[src/rtl/uart_pkg.sv]
// Shared UART definitions: FSM state encoding, default bit timing and byte width
// used by both the transmitter and the receiver.
package uart_pkg;

   localparam int DATA_W               = 8;
   localparam int DEFAULT_CLKS_PER_BIT = 5001;

   typedef enum logic [1:0] {
      ST_IDLE  = 2'd0,
      ST_START = 2'd1,
      ST_DATA  = 2'd2,
      ST_STOP  = 2'd3
   } uart_state_e;

endpackage

[src/rtl/uart_rx_fifo.sv]
// Small synchronous FIFO for received bytes; pointers carry one extra wrap bit
// so full and empty can be told apart without a separate count.
module uart_rx_fifo
   import uart_pkg::*;
#(
   parameter int WIDTH = DATA_W,
   parameter int DEPTH = 4
) (
   input  logic             clock,
   input  logic             reset,
   input  logic             push,
   input  logic [WIDTH-1:0] data_in,
   input  logic             pop,
   output logic [WIDTH-1:0] data_out,
   output logic             full,
   output logic             empty
);

   localparam int AW = $clog2(DEPTH);

   logic [WIDTH-1:0] mem [DEPTH];
   logic [AW:0]      wptr;
   logic [AW:0]      rptr;
   logic             do_push;
   logic             do_pop;

   assign empty    = (wptr == rptr);
   assign full     = (wptr[AW] != rptr[AW]) && (wptr[AW-1:0] == rptr[AW-1:0]);
   assign do_pop   = pop & ~empty;
   // A full FIFO still accepts a push when the head leaves in the same cycle.
   assign do_push  = push & (~full | do_pop);
   assign data_out = empty ? '0 : mem[rptr[AW-1:0]];

   always_ff @(posedge clock or negedge reset) begin
      if (!reset) begin
         wptr <= '0;
         rptr <= '0;
      end else begin
         if (do_push) wptr <= wptr + 1'b1;
         if (do_pop)  rptr <= rptr + 1'b1;
      end
   end

   always_ff @(posedge clock) begin
      if (do_push) mem[wptr[AW-1:0]] <= data_in;
   end

endmodule

[src/rtl/uart_rx.sv]
// UART receiver: 2-flop synchroniser, start/data/stop FSM sampling mid-bit,
// and a byte FIFO with valid/ready handshake, frame-error and overrun pulses.
module uart_rx
   import uart_pkg::*;
#(
   parameter int CLKS_PER_BIT = DEFAULT_CLKS_PER_BIT,
   parameter int FIFO_DEPTH   = 4
) (
   input  logic              clock,
   input  logic              reset,
   input  logic              rx,
   output logic [DATA_W-1:0] data,
   output logic              valid,
   input  logic              ready,
   output logic              frame_err,
   output logic              overrun,
   output logic              busy
);

   localparam logic [31:0] HALF_BIT = 32'(CLKS_PER_BIT / 2);
   localparam logic [31:0] FULL_BIT = 32'(CLKS_PER_BIT);

   function automatic logic [31:0] sat_inc(input logic [31:0] v);
      return (v == '1) ? v : v + 32'd1;
   endfunction

   logic              rx_p0;
   logic              rx_p1;
   logic              rx_p2;
   uart_state_e       state;
   uart_state_e       state_nx;
   logic [31:0]       cnt;
   logic [2:0]        bit_idx;
   logic [DATA_W-1:0] shreg;
   logic              cnt_clr;
   logic              samp_bit;
   logic              push_req;
   logic              ferr_nx;
   logic              pop;
   logic              full;
   logic              empty;

   // Synchroniser (p0, p1) plus one history flop (p2) for edge detection.
   always_ff @(posedge clock or negedge reset) begin
      if (!reset) begin
         rx_p0 <= 1'b1;
         rx_p1 <= 1'b1;
         rx_p2 <= 1'b1;
      end else begin
         rx_p0 <= rx;
         rx_p1 <= rx_p0;
         rx_p2 <= rx_p1;
      end
   end

   always_ff @(posedge clock or negedge reset) begin
      if (!reset) state <= ST_IDLE;
      else        state <= state_nx;
   end

   always_comb begin
      state_nx = state;
      cnt_clr  = 1'b0;
      samp_bit = 1'b0;
      push_req = 1'b0;
      ferr_nx  = 1'b0;
      case (state)
         ST_IDLE: begin
            if (rx_p2 && !rx_p1) state_nx = ST_START;
         end
         ST_START: begin
            if (cnt == HALF_BIT - 32'd1) state_nx = rx_p1 ? ST_IDLE : ST_DATA;
         end
         ST_DATA: begin
            if (cnt == FULL_BIT - 32'd1) begin
               samp_bit = 1'b1;
               cnt_clr  = 1'b1;
               if (bit_idx == 3'd7) state_nx = ST_STOP;
            end
         end
         ST_STOP: begin
            if (cnt == FULL_BIT - 32'd1) begin
               state_nx = ST_IDLE;
               push_req = rx_p1;
               ferr_nx  = ~rx_p1;
            end
         end
         default: state_nx = ST_IDLE;
      endcase
      if (state_nx != state) cnt_clr = 1'b1;
   end

   always_ff @(posedge clock or negedge reset) begin
      if (!reset) begin
         cnt       <= '0;
         bit_idx   <= '0;
         shreg     <= '0;
         frame_err <= 1'b0;
         overrun   <= 1'b0;
      end else begin
         cnt <= cnt_clr ? '0 : sat_inc(cnt);
         if (state == ST_IDLE && state_nx == ST_START) begin
            bit_idx <= '0;
         end else if (samp_bit) begin
            shreg[bit_idx] <= rx_p1;
            bit_idx        <= bit_idx + 3'd1;
         end
         frame_err <= ferr_nx;
         overrun   <= push_req & full & ~pop;
      end
   end

   assign valid = ~empty;
   assign pop   = valid & ready;
   assign busy  = (state != ST_IDLE);

   uart_rx_fifo #(
      .WIDTH(DATA_W),
      .DEPTH(FIFO_DEPTH)
   ) u_fifo (
      .clock   (clock),
      .reset   (reset),
      .push    (push_req),
      .data_in (shreg),
      .pop     (pop),
      .data_out(data),
      .full    (full),
      .empty   (empty)
   );

endmodule

[config.mk]
export PLATFORM = sky130hd
export DESIGN_NAME = uart_rx
export DESIGN_NICKNAME = d
export VERILOG_FILES = /design/src/rtl/uart_pkg.sv /design/src/rtl/uart_rx_fifo.sv /design/src/rtl/uart_rx.sv
export SDC_FILE = /design/constraint.sdc
export NUM_CORES = 1
export LEC_CHECK = 0
export ABC_AREA = 1
export BUFFER_PORTS_ARGS = -buffer_cell sky130_fd_sc_hd__buf_2
export CORE_MARGIN = 2
export CORE_UTILIZATION = 50
export DETAILED_ROUTE_END_ITERATION = 7
export PLACE_DENSITY = 0.75
export SLEW_MARGIN = 10
export SYNTH_ARGS = -nofsm -noshare
export SYNTH_HDL_FRONTEND = slang
export SYNTH_SLANG_ARGS = --single-unit
[constraint.sdc]
create_clock -name clock -period 2.6 [get_ports clock]
set_input_delay 0.26 -clock clock [delete_from_list [all_inputs] [get_ports clock]]
set_output_delay 0.26 -clock clock [all_outputs]
set_load 0.05 [all_outputs]
==> results_dict.tcl <==
set metrics [dict create \
    clockBufferDepth 2 \
    worstRegToRegCells 11 \
    hpwlAfterDp_um 6650 \
    cts_buffers 9 \
    slew_headroom_pct 52.1 \
    tightest_slew_ns 0.719 \
    netlist.area_leader.share_pct 28.6 \
    worstSetupEndpoint "data[6]" \
    wl_met3_um 490 \
    synthArstFlopShare_pct 63.6 \
    crit_buf_inv 2 \
    synth_edf_count 32 \
    final_hold_viol_count 0 \
    cp_top_family "flip-flops" \
    core_um2 9110 \
    vias 3590 \
    slowest_delay_ns 0.58 \
    period_minus_slack_ns 2.27 \
    drt_iter0_drc 221 \
    drive_above_1_share_pct 11.1 \
    ys_types 37 \
    path_depth 6 \
    syn_area_um2 4640 \
    layout.area.seq_um2 2370 \
    fill_cells 822 \
    viasPerCell 5.29 \
    synth_seq_cells 88 \
    routed_wirelength_um 9110 \
    outcome "finished clean" \
    timing.fmax_mhz 441 \
    reg2reg_from "cnt[0]$_DFFE_PN0P_" \
    worst-r2r-setup-slack_ns 0.39 \
    grt_pass1_vias 3278 \
    period_share_pct 87.2 \
    ant_nets 0 \
    io_buffers 15 \
    grt-ovfl-total 0 \
    p_leak_uw 0.00237 \
    setup_violations 0 \
    cp.arrival_ns 2.01 \
    dpl-instance-area_um2 4830 \
    rows 35 \
    place_ws_ns 0.438 \
    crit_type "flop to primary output" \
    yosys-top-cells-area "dfrtp_1 29%, edfxtp_1 21%, nor2_1 9.0%, nand2_1 7.8%, inv_1 5.2%" \
    crit_path_end_kind "primary output" \
    die_w_um 100 \
    fin_ws_ns 0.332 \
    min_path_type "input pin to asynchronous set/reset pin" \
    cts_sinks 88 \
    cp.required_ns 2.34 \
    final_nets 576 \
    diodes 0 \
    grt_first_pass_wirelength_um 15500 \
    crit_chain "xor2_1, a21oi_1, nand2_1, nand2_1, inv_1, buf_2" \
    yosysSeqAreaShare_pct 51.0 \
    met1_length_um 4260 \
    setup-tns-final_ns 0 \
    antenna_found_initial 0 \
    grt_max_degree 57 \
    io_pins 16 \
    synth.net_count 556 \
    final_cell_mix "111 x nor2_1, 97 x nand2_1, 64 x inv_1" \
    cts.htree.levels 3 \
    cp_max_fo 19 \
    grtUsageTotal_pct 19.7 \
    powerDensity_nw_per_um2 556 \
    rsz0062_at_grt "no" \
    drv_slew 0 \
    critPathLaunchType "flop" \
    crit_top_cell "nand2_1" \
    wl_met2_um 4240 \
    cp-startpoint "u_fifo.rptr[1]$_DFFE_PN0P_" \
    maxUsedRoutingLayer "met4" \
    wire_per_inst_um 13.4 \
    synthToLayoutAreaGrowth_pct 8.25 \
    die_h_um 100 \
    final_common_cell "nor2_1" \
    drc 0 \
    dieArea_um2 10100 \
    first_pass_iters 5 \
    clk_pin_slew_ns 0.10 \
    clk_latency_ns 0.36 \
    ir_worst_vdd_uv 227 \
    tritoncts "built" \
    crit_path_top_delay_cell "dfrtp_1" \
    r2r-end "u_fifo.mem[2][5]$_DFFE_PP_" \
    skew_ns 0.0137 \
    syn_avg_cell_area_um2 8.55 \
    maxCapViolCount 0 \
    ys.flop_type "dfrtp_1" \
    root_buffer "clkbuf_8" \
    initial_core_util_pct 50.9 \
    ys.warnings.count 0 \
    place_congestion 0.924 \
    multi_input_area_um2 1920 \
    synth.largest_area_cell "dfrtp_1" \
    whs_ns 0.0110 \
    netlist_instances 543 \
    final_area_um2 5020 \
    cts_resized 0 \
]
[worst min path at each step]
| stage | from | endpoint |
|---|---|---|
| floorplan | reset | bit_idx[0]$_DFFE_PN0P_ |
| global placement | rx_p0$_DFF_PN1_ | rx_p1$_DFF_PN1_ |
| detailed placement | rx_p0$_DFF_PN1_ | rx_p1$_DFF_PN1_ |
| CTS | reset | cnt[13]$_DFFE_PN0P_ |
| global route | reset | cnt[13]$_DFFE_PN0P_ |
| finish | reset | cnt[3]$_DFFE_PN0P_ |
[repair_timing]
| action | in CTS | in global routing |
|---|---|---|
| endpoints found under the hold margin | 1 | 0 |
| hold buffers | 1 | 0 |
| setup buffers | 0 | 0 |
[state kept, by name, summed over array words and instances, names as in the netlist]
signal and count:
u_fifo.rptr 3, rx_p1 1, cnt 32, shreg 8, bit_idx 3, frame_err 1, rx_p0 1, rx_p2 1
overrun 1, state 2, u_fifo.wptr 3, u_fifo.mem 32
[layout make-up]
cell class,count,area share (%)
clock buffers,9,2.47
well taps,111,2.76
repair buffers,24,3.14
flip-flops and latches,88,47.1
clock inverters,7,1.22
multi-input cells,372,38.2
inverters,68,5.08
[cell families after synthesis]
| logic type | count (synthesis) | synth area share, % |
|---|---|---|
| AND/OR/NAND/NOR | 297 | 28.3 |
| multiplexers | 1 | 0.243 |
| flip-flops | 88 | 51.0 |
| buffers and inverters | 83 | 7.63 |
| AO/OA/AOI/OAI | 37 | 5.12 |
| adder cells (fa/ha/maj) | 9 | 2.43 |
| XOR/XNOR | 28 | 5.28 |
[stage by stage]
stage | utilization [%] | instances | power [uW]
final | 55.2 | 679 | 2790
after global routing | 55.2 | 679 | 2930
after CTS | 55.2 | 679 | 2820
after detailed placement | 53.0 | 662 | 1940
after global placement | 53.0 | 662 | 1920
after floorplan | - | 543 | 1850
[metal layers]
metal / vias up / global-route usage [%]
li1: 1783 / -
met5: - / 0
met1: 1692 / 27.7
met4: 0 / 6.64
met3: 15 / 3.90
met2: 100 / 30.6
[cells in the mapped netlist (2+ instances only)]
library cell	instances
inv_2	2
clkinv_1	2
nor3_1	13
o21ai_0	19
buf_4	4
nor2_2	9
o21a_1	6
and2_1	2
nand3_1	38
nand4_1	12
a21oi_1	2
nand2_4	2
nor4_1	2
dfrtp_1	53
nand2_1	97
nor2_1	111
dfstp_2	3
buf_6	3
clkbuf_1	3
nand2_2	3
ha_1	9
o32ai_1	8
buf_2	4
xnor2_1	4
nand3b_1	3
edfxtp_1	32
xor2_1	24
inv_1	64
[power breakdown]
part	switching [uW]	leakage (uW)	internal (uW)	total (uW)
combinational	208	0.00117	123	331
clock	512	0.0000888	365	877
sequential	90.6	0.00111	1490	1580
Power figures use the tool's default switching activity.
